===== src/rtl/decode_queue.sv =====
`default_nettype none
// +--------------------------------------------------------------------------+
// | decode_queue: small FIFO of MIPS instructions, decoded on push into a     |
// | one-hot class. Optional macro DECODE_QUEUE_ILLEGAL_EN enables out_illegal.|
// | Revision: 1.0                                                            |
// +--------------------------------------------------------------------------+
module decode_queue #(
  parameter int DEPTH = 2,
  parameter int PC_W  = 32
) (
  input  logic                       clk,
  input  logic                       rst,
  input  logic                       flush,
  input  logic                       in_valid,
  output logic                       in_ready,
  input  logic [31:0]                in_inst,
  input  logic [PC_W-1:0]            in_pc,
  output logic                       out_valid,
  input  logic                       out_ready,
  output logic [31:0]                out_inst,
  output logic [PC_W-1:0]            out_pc,
  output logic [11:0]                out_class,
  output logic                       out_illegal,
  output logic [$clog2(DEPTH+1)-1:0] count
);

  localparam int CW = $clog2(DEPTH + 1);
  localparam int PW = $clog2(DEPTH);
  localparam logic [CW-1:0] c_full = CW'(DEPTH);

  localparam int c_nop   = 0;
  localparam int c_ralu  = 1;
  localparam int c_ialu  = 2;
  localparam int c_lw    = 3;
  localparam int c_sw    = 4;
  localparam int c_beq   = 5;
  localparam int c_bne   = 6;
  localparam int c_j     = 7;
  localparam int c_jr    = 8;
  localparam int c_jal   = 9;
  localparam int c_jalr  = 10;
  localparam int c_shift = 11;

  logic [31:0]     r_inst_mem  [DEPTH];
  logic [PC_W-1:0] r_pc_mem    [DEPTH];
  logic [11:0]     r_class_mem [DEPTH];

  logic [PW-1:0] r_wptr;
  logic [PW-1:0] r_rptr;
  logic [CW-1:0] r_count;

  logic        w_push;
  logic        w_pop;
  logic [5:0]  w_opcode;
  logic [5:0]  w_func;
  logic [11:0] w_in_class;

  assign w_opcode = in_inst[31:26];
  assign w_func   = in_inst[5:0];

  // Decode of the incoming word; stored alongside the entry so the head
  // outputs never depend on in_* combinationally.
  always_comb begin
    w_in_class = '0;
    if (in_inst == 32'd0) begin
      w_in_class[c_nop] = 1'b1;
    end else if (w_opcode == 6'h00) begin
      case (w_func)
        6'h08:               w_in_class[c_jr]    = 1'b1;
        6'h09:               w_in_class[c_jalr]  = 1'b1;
        6'h00, 6'h02, 6'h03: w_in_class[c_shift] = 1'b1;
        default:             w_in_class[c_ralu]  = 1'b1;
      endcase
    end else begin
      case (w_opcode)
        6'h08, 6'h09, 6'h0A, 6'h0B,
        6'h0C, 6'h0D, 6'h0E, 6'h0F: w_in_class[c_ialu] = 1'b1;
        6'h23:                      w_in_class[c_lw]   = 1'b1;
        6'h2B:                      w_in_class[c_sw]   = 1'b1;
        6'h04:                      w_in_class[c_beq]  = 1'b1;
        6'h05:                      w_in_class[c_bne]  = 1'b1;
        6'h02:                      w_in_class[c_j]    = 1'b1;
        6'h03:                      w_in_class[c_jal]  = 1'b1;
        default:                    w_in_class         = '0;
      endcase
    end
  end

  assign in_ready  = (r_count < c_full);
  assign out_valid = (r_count != '0);
  assign count     = r_count;

  // Flush wins over any handshake in the same cycle.
  assign w_push = in_valid && in_ready && !flush;
  assign w_pop  = out_valid && out_ready && !flush;

  always_ff @(posedge clk) begin
    if (rst) begin
      r_wptr  <= '0;
      r_rptr  <= '0;
      r_count <= '0;
    end else if (flush) begin
      r_wptr  <= '0;
      r_rptr  <= '0;
      r_count <= '0;
    end else begin
      if (w_push) begin
        r_wptr <= r_wptr + 1'b1;
      end
      if (w_pop) begin
        r_rptr <= r_rptr + 1'b1;
      end
      case ({w_push, w_pop})
        2'b10:   r_count <= r_count + 1'b1;
        2'b01:   r_count <= r_count - 1'b1;
        default: r_count <= r_count;
      endcase
    end
  end

  // Payload storage needs no reset; out_* are masked while the queue is empty.
  always_ff @(posedge clk) begin
    if (w_push && !rst) begin
      r_inst_mem[r_wptr]  <= in_inst;
      r_pc_mem[r_wptr]    <= in_pc;
      r_class_mem[r_wptr] <= w_in_class;
    end
  end

  assign out_inst  = out_valid ? r_inst_mem[r_rptr]  : '0;
  assign out_pc    = out_valid ? r_pc_mem[r_rptr]    : '0;
  assign out_class = out_valid ? r_class_mem[r_rptr] : '0;

`ifdef DECODE_QUEUE_ILLEGAL_EN
  assign out_illegal = out_valid && (r_class_mem[r_rptr] == 12'd0);
`else
  assign out_illegal = 1'b0;
`endif

endmodule
`default_nettype wire

===== config.mk =====
export PLATFORM = sky130hd
export DESIGN_NAME = decode_queue
export DESIGN_NICKNAME = d
export VERILOG_FILES = /design/src/rtl/decode_queue.sv
export SDC_FILE = /design/constraint.sdc
export NUM_CORES = 1
export LEC_CHECK = 0
export ABC_AREA = 1
export CORE_UTILIZATION = 55
export CTS_CLUSTER_DIAMETER = 30
export DETAILED_ROUTE_END_ITERATION = 7
export DONT_BUFFER_PORTS = 1
export PLACE_DENSITY = 0.71
export RECOVER_POWER = 50
export SLEW_MARGIN = 0
export SYNTH_ARGS = -nofsm -noshare
export SYNTH_HDL_FRONTEND = slang
export SYNTH_SLANG_ARGS = --single-unit
export TNS_END_PERCENT = 100

===== constraint.sdc =====
create_clock -name clk -period 21 [get_ports clk]
set_clock_uncertainty 0.05 [all_clocks]
set_input_delay 4.2 -clock clk [delete_from_list [all_inputs] [get_ports clk]]
set_output_delay 4.2 -clock clk [all_outputs]
set_load 0.005 [all_outputs]

==> metrics.yaml, run 1 <==
setup_path:
  path_class: "in2reg"
  cp.arrival_ns: 7.65
  critPathLaunchType: "input port"
  critPathMaxFanout: 76
  cp_data_required_time_ns: 20.85
  crit_path_end_kind: "flip-flop"
  r2r_cells: 4
  reg2reg_from: "count[1]$_SDFFE_PP0P_"
  r2r_setup_slack_ns: 16.61
  r2r_end: "r_inst_mem[1][0]$_DFFE_PP_"
floorplan:
  die_h_um: 110
  core_area_um2: 11000
  fp-row-count: 38
  initial_utilization_pct: 57.6
  die_w_um: 110
  die_area_um2: 12000
  ios: 150
clocking:
  clock_latency_ns: 0.40
  cts_buffers: 17
  hold_buffers: 0
  cts_tree: "done"
  root_buffer: "clkbuf_16"
  cts_buffer_depth: 2
  clk_pin_slew_worst_paths_ns: 0.06
  clock_sinks: 157
  post_cts_buffers: 0
  htree_num_levels: 4
  cts_resized: 0
drt:
  dr_total_vias: 3628
  drt_iter0_markers: 204
  dr.pass1.iters: 5
  wl_per_cell_um: 17.7
  vias_per_cell: 5.56
  detail-route-antenna-nets: 0
  drc_errors: 0
  routed_wl_mm: 11.6
synth:
  synth_most_common_cell: "nand2_1"
  synth_top_family_by_area: "simple AND/OR/NAND/NOR gates"
  synth_common_cells: "nand2_1, edfxtp_1, a21oi_1, a21oi_2, nor2_1"
  syn_inst: 502
  synth_warnings: 0
  synth_compound_area_share_pct: 9.05
  synth-xor-area-share_pct: 0
  synth_edf_count: 152
  yosys.area_share.adder_pct: 0.197
  synth.area.top_cells: "edfxtp_1, nand2_1, a21oi_2"
  synth-seq-cells: 157
  synthMuxAreaShare_pct: 0
  synth-async-reset-ratio_pct: 0
  ys_types: 21
  syn-cell-area_um2: 6360
  yosysTopAreaCell: "edfxtp_1"
  yosysSeqAreaShare_pct: 73.4
  syn_avg_cell_area_um2: 12.7
  netlist.area_leader.share_pct: 71.8
  synth_nets: 572
  synth-simple-area-share_pct: 13.5
  ys.flop_type: "edfxtp_1"
layout:
  final_area_um2: 6990
  drive_gt1_share_pct: 15.2
  fin_util_pct: 63.4
  synthToLayoutAreaGrowth_pct: 9.96
  nets: 570
  num_antenna_cells: 0
run:
  cap_violations: 1
placed_design:
  dp_hpwl_mm: 7.03
  placed_area_um2: 6390
  gp_congestion: 0.736
  port-buffer-count: 0
sta:
  rsz0062_at_grt: "false"
  slew_headroom_pct: -188
  fin_crit_sh_pct: 37.1
  final-hold-violation-count: 0
  worst_pin_slew_ns: 4.32
  fin_crit_ns: 7.80
  maxSlewViolCount: 77
  fmax_mhz: 128
  setup_tns_ns: 0
  setup_viol: 0
power_and_ir_drop:
  leakage_uw: 0.00231
  finalPower_uw: 683
  ir_worst_vdd_mv: 0.0519
  p_per_area_nw_per_um2: 97.7
hold_path:
  whs_path_depth: 2
  min_from: "r_rptr$_SDFFE_PP0P_"
  min_path_type: "reg2reg"
global_route:
  grt_max_degree: 77
  grt_pass1_wl_mm: 17.4
  track_usage_pct: 20.1
  antenna_found_initial: 0
  grt-ovfl-total: 0
  grt_pass1_vias: 3655
run_status:
  outcome: "finished, violations left"
  violations: "max-capacitance violations, max-slew violations"
==> where the power goes <==
part / switching (µW) / internal [µW] / leakage [µW] / total [µW]
Clock: 116 / 198 / 0.000292 / 315
Sequential: 1.29 / 349 / 0.00142 / 350
Combinational: 13.2 / 4.19 / 0.000589 / 17.4
Total: 131 / 552 / 0.00231 / 683
==> routing by layer <==
| layer | GRT usage, % | vias up | routed length (µm) |
|---|---|---|---|
| met5 | 0 | - | 0 |
| met4 | 9.90 | 0 | 163 |
| met3 | 8.00 | 12 | 1110 |
| met2 | 33.5 | 134 | 5850 |
| met1 | 22.5 | 1746 | 4450 |
| li1 | - | 1736 | - |
==> cells by family after synthesis <==
| family | count (synthesis) |
|---|---|
| flip-flops | 157 |
| adder cells (fa/ha/maj) | 1 |
| AO/OA/AOI/OAI | 84 |
| AND/OR/NAND/NOR | 220 |
| other | 1 |
| buffers and inverters | 39 |
==> worst max path at each step <==
stage | start | to
after global routing | flush | r_pc_mem[1][29]$_DFFE_PP_
after floorplan | flush | r_class_mem[0][0]$_DFFE_PP_
after global placement | flip-flop | out_inst[1]
after detailed placement | flip-flop | out_inst[1]
after CTS | flip-flop | out_inst[1]
final | flush | r_inst_mem[1][0]$_DFFE_PP_
==> sequential cells by signal (all words and copies together), names as in the netlist, named ones only <==
register / count
count: 2
r_class_mem: 24
r_inst_mem: 64
r_pc_mem: 64
r_rptr: 1
r_wptr: 1
==> per-stage QoR <==
stage / worst slack, ns / instances / hold slack, ns
after CTS: 14.64 / 653 / 0.429
after global placement: 15.13 / 621 / 0.404
final: 13.20 / 653 / 0.433
after global routing: 12.85 / 653 / 0.458
after floorplan: 10.80 / 502 / 0.397
after detailed placement: 15.09 / 621 / 0.406
==> cells in the final DEF (no fill, tap or decap), types with 4 or more instances in the layout <==
| cell type | n |
|---|---|
| edfxtp_1 | 152 |
| nand2_1 | 173 |
| nor4_1 | 4 |
| nor3_1 | 4 |
| dfxtp_1 | 4 |
| buf_4 | 4 |
| a21oi_1 | 40 |
| inv_1 | 10 |
| clkbuf_16 | 17 |
| nor2_1 | 34 |
| a21oi_2 | 40 |
| bufinv_16 | 4 |
==> final cells by class <==
type / count / area [µm²]
clock buffer: 17 / 425
sequential: 157 / 4670
timing repair buffer: 5 / 33.8
inverter: 13 / 50.0
fill: 840 / 4040
tap: 140 / 175
clock inverter: 15 / 194
multi-input combinational: 306 / 1450
==> critical path, cell delays in order <==
cell      delay, ns
nor2_1         0.07
nand2_1        0.12
nor3_1         0.16
clkbuf_1       3.04
No activity file was read; power rests on OpenSTA's default activity.
==> run 2, diff against run 1 <==
==> constraint.sdc (replaced) <==
create_clock -name clk -period 7.6 [get_ports clk]
set_clock_uncertainty 0.05 [all_clocks]
set_input_delay 1.52 -clock clk [delete_from_list [all_inputs] [get_ports clk]]
set_output_delay 1.52 -clock clk [all_outputs]
set_load 0.005 [all_outputs]
==> run 2 against run 1 <==
The flow still finishes with violations (max-capacitance violations, max-slew violations). Via count shrank 0.77%. Routed wire length grew 1.5%. Total power grew to 2.7 times the previous value. Critical path depth is the same. Utilization shrank 0.15 points. Combinational power grew to 2.8 times the previous value. Die area is the same. Cell count shrank 0.15%. Global-route usage grew 0.058 points. Non-clock buffer count is the same. Sequential power grew to 2.8 times the previous value. Hold slack is essentially flat.
==> metrics.yaml, run 2 (synthesis results as in run 1) <==
power_and_ir_drop:
  finalPower_uw: 1870  # +170%
  p_per_area_nw_per_um2: 268  # +170%
  leakage_uw: 0.00230  # -0.25%
  ir_worst_vdd_mv: 0.153  # +190%
drt:
  dr.pass1.iters: 5  # unchanged
  wl_met3_mm: 1.06  # -4.9%
  wl_met1_mm: 4.51  # +1.5%
  vias_per_cell: 5.52  # -0.62%
  top_layer_used: "met4"
  detail-route-antenna-nets: 0  # unchanged
  wl_per_cell_um: 18.0  # +1.6%
  drc_errors: 0  # unchanged
  routed_wl_mm: 11.7  # +1.5%
  dr_wl_met2_mm: 6.13  # +4.9%
  drt_iter0_markers: 235  # +15%
  dr_total_vias: 3600  # -0.77%
layout:
  n_fill_cell: 819  # -2.5%
  synthToLayoutAreaGrowth_pct: 9.70
  stdcell_count: 652  # -0.15%
  final_area_um2: 6970  # -0.23%
  fin_util_pct: 63.2  # -0.15 points
  num_antenna_cells: 0  # unchanged
  final_common_cell: "nand2_1"
  top_regs: "r_inst_mem (64), r_pc_mem (64), r_class_mem (24)"
  final_cell_mix: "nand2_1, edfxtp_1, a21oi_2, a21oi_1, nor2_1"
  nets: 570  # unchanged
  drive_gt1_share_pct: 15.0  # -0.17 points
floorplan:
  die_h_um: 110  # unchanged
  die_area_um2: 12000  # unchanged
  fp-row-count: 38  # unchanged
  initial_utilization_pct: 57.6  # unchanged
  ios: 150  # unchanged
  die_w_um: 110  # unchanged
  core_area_um2: 11000  # unchanged
setup_path:
  path_buf_inv: 1  # unchanged
  critPathMaxFanout: 76  # unchanged
  r2r_cells: 4  # unchanged
  r2r_setup_slack_ns: 3.23  # -13.38 ns
  reg2reg_from: "count[1]$_SDFFE_PP0P_"
  cp.arrival_ns: 4.95  # -2.70 ns
  path_class: "in2reg"
  crit_path_end_kind: "flip-flop"
  critPathTopFamily: "buffers and inverters"
  crit_chain: "nor2_1 > nand2_1 > nor3_1 > clkbuf_1"
  cp_data_required_time_ns: 7.45  # -13.40 ns
  r2r_end: "r_class_mem[1][0]$_DFFE_PP_"
  critPathLaunchType: "input port"
  cpPeakStageDelay_ns: 2.99  # -0.05 ns
  slowest_stage: "clkbuf_1"
sta:
  slew_headroom_pct: -185  # +3.3 points
  worst_pin_slew_ns: 4.27  # -0.0499 ns
  maxSlewViolCount: 77  # unchanged
  rsz0062_at_grt: "false"
  final-hold-violation-count: 0  # unchanged
  fin_crit_ns: 5.09
  setup_viol: 0  # unchanged
  fmax_mhz: 196
  setup_tns_ns: 0  # unchanged
  fin_crit_sh_pct: 67.0
clocking:
  cts_resized: 0  # unchanged
  cts_tree: "done"
  root_buffer: "clkbuf_16"
  htree_num_levels: 4  # unchanged
  post_cts_buffers: 0  # unchanged
  clk_pin_slew_worst_paths_ns: 0.06  # about the same
  clock_latency_ns: 0.40  # about the same
  clock_sinks: 157  # unchanged
  hold_buffers: 0  # unchanged
  cts_buffer_depth: 2  # unchanged
  cts_buffers: 17  # unchanged
hold_path:
  whs_path_depth: 2  # unchanged
  min_from: "r_rptr$_SDFFE_PP0P_"
  min_path_type: "reg2reg"
placed_design:
  dp_hpwl_mm: 7.02  # -0.12%
  dp.cells: 621  # unchanged
  gp_congestion: 0.736  # about the same
  port-buffer-count: 0  # unchanged
  placed_area_um2: 6390  # unchanged
global_route:
  grt_pass1_vias: 3529  # -3.4%
  track_usage_pct: 20.2  # +0.058 points
  grt-ovfl-total: 0  # unchanged
  grt_pass1_wl_mm: 17.6  # +0.87%
  antenna_found_initial: 0  # unchanged
  grt_max_degree: 77  # unchanged
run_status:
  outcome: "finished, violations left"
  violations: "max-capacitance violations, max-slew violations"
run:
  cap_violations: 1  # unchanged
run 2: worst max path at each step:
stage                         start                     endpoint  cells past startpoint
after floorplan               flush  r_class_mem[0][0]$_DFFE_PP_                      3
after global placement    flip-flop                  out_inst[1]                      4
after detailed placement  flip-flop                  out_inst[1]                      4
after CTS                 flip-flop                  out_inst[1]                      4
after global routing          flush  r_inst_mem[1][31]$_DFFE_PP_                      4
final                         flush  r_class_mem[1][0]$_DFFE_PP_                      4
run 2: where the power goes:
part	total [µW]	leakage, µW	switching, µW	internal (µW)
clock	851	0.000287	307	544
combinational	48.4	0.000589	36.8	11.6
sequential	968	0.00142	3.58	965
total	1870	0.00230	348	1520
run 2: through the flow:
step / hold slack (ns) / setup WS [ns]
CTS: 0.429 / 3.92
finish: 0.433 / 2.51
global placement: 0.404 / 4.40
global route: 0.458 / 2.18
detailed placement: 0.406 / 4.36
floorplan: 0.397 / 0.0847
run 2: area by class of cell:
class | count | area (µm²) | area share (%)
Clock inverter | 13 | 174 | 2.49
Timing Repair Buffer | 5 | 33.8 | 0.484
Clock buffer | 18 | 429 | 6.15
Multi-Input combinational cell | 306 | 1450 | 20.7
Sequential cell | 157 | 4670 | 66.9
Tap cell | 140 | 175 | 2.51
Inverter | 13 | 50.0 | 0.718
run 2: worst register-to-register path, cell delays in order, from the launching register on:
cell      delay, ns
dfxtp_1        0.35
nor2_1         0.11
nand2_1        0.12
nor3_1         0.16
clkbuf_1       2.99
run 2: per-layer routing:
| metal | vias to the layer above | track usage [%] |
|---|---|---|
| li1 | 1736 | - |
| met1 | 1741 | 23.4 |
| met2 | 121 | 33.9 |
| met3 | 2 | 8.54 |
| met4 | 0 | 6.38 |
| met5 | - | 0 |
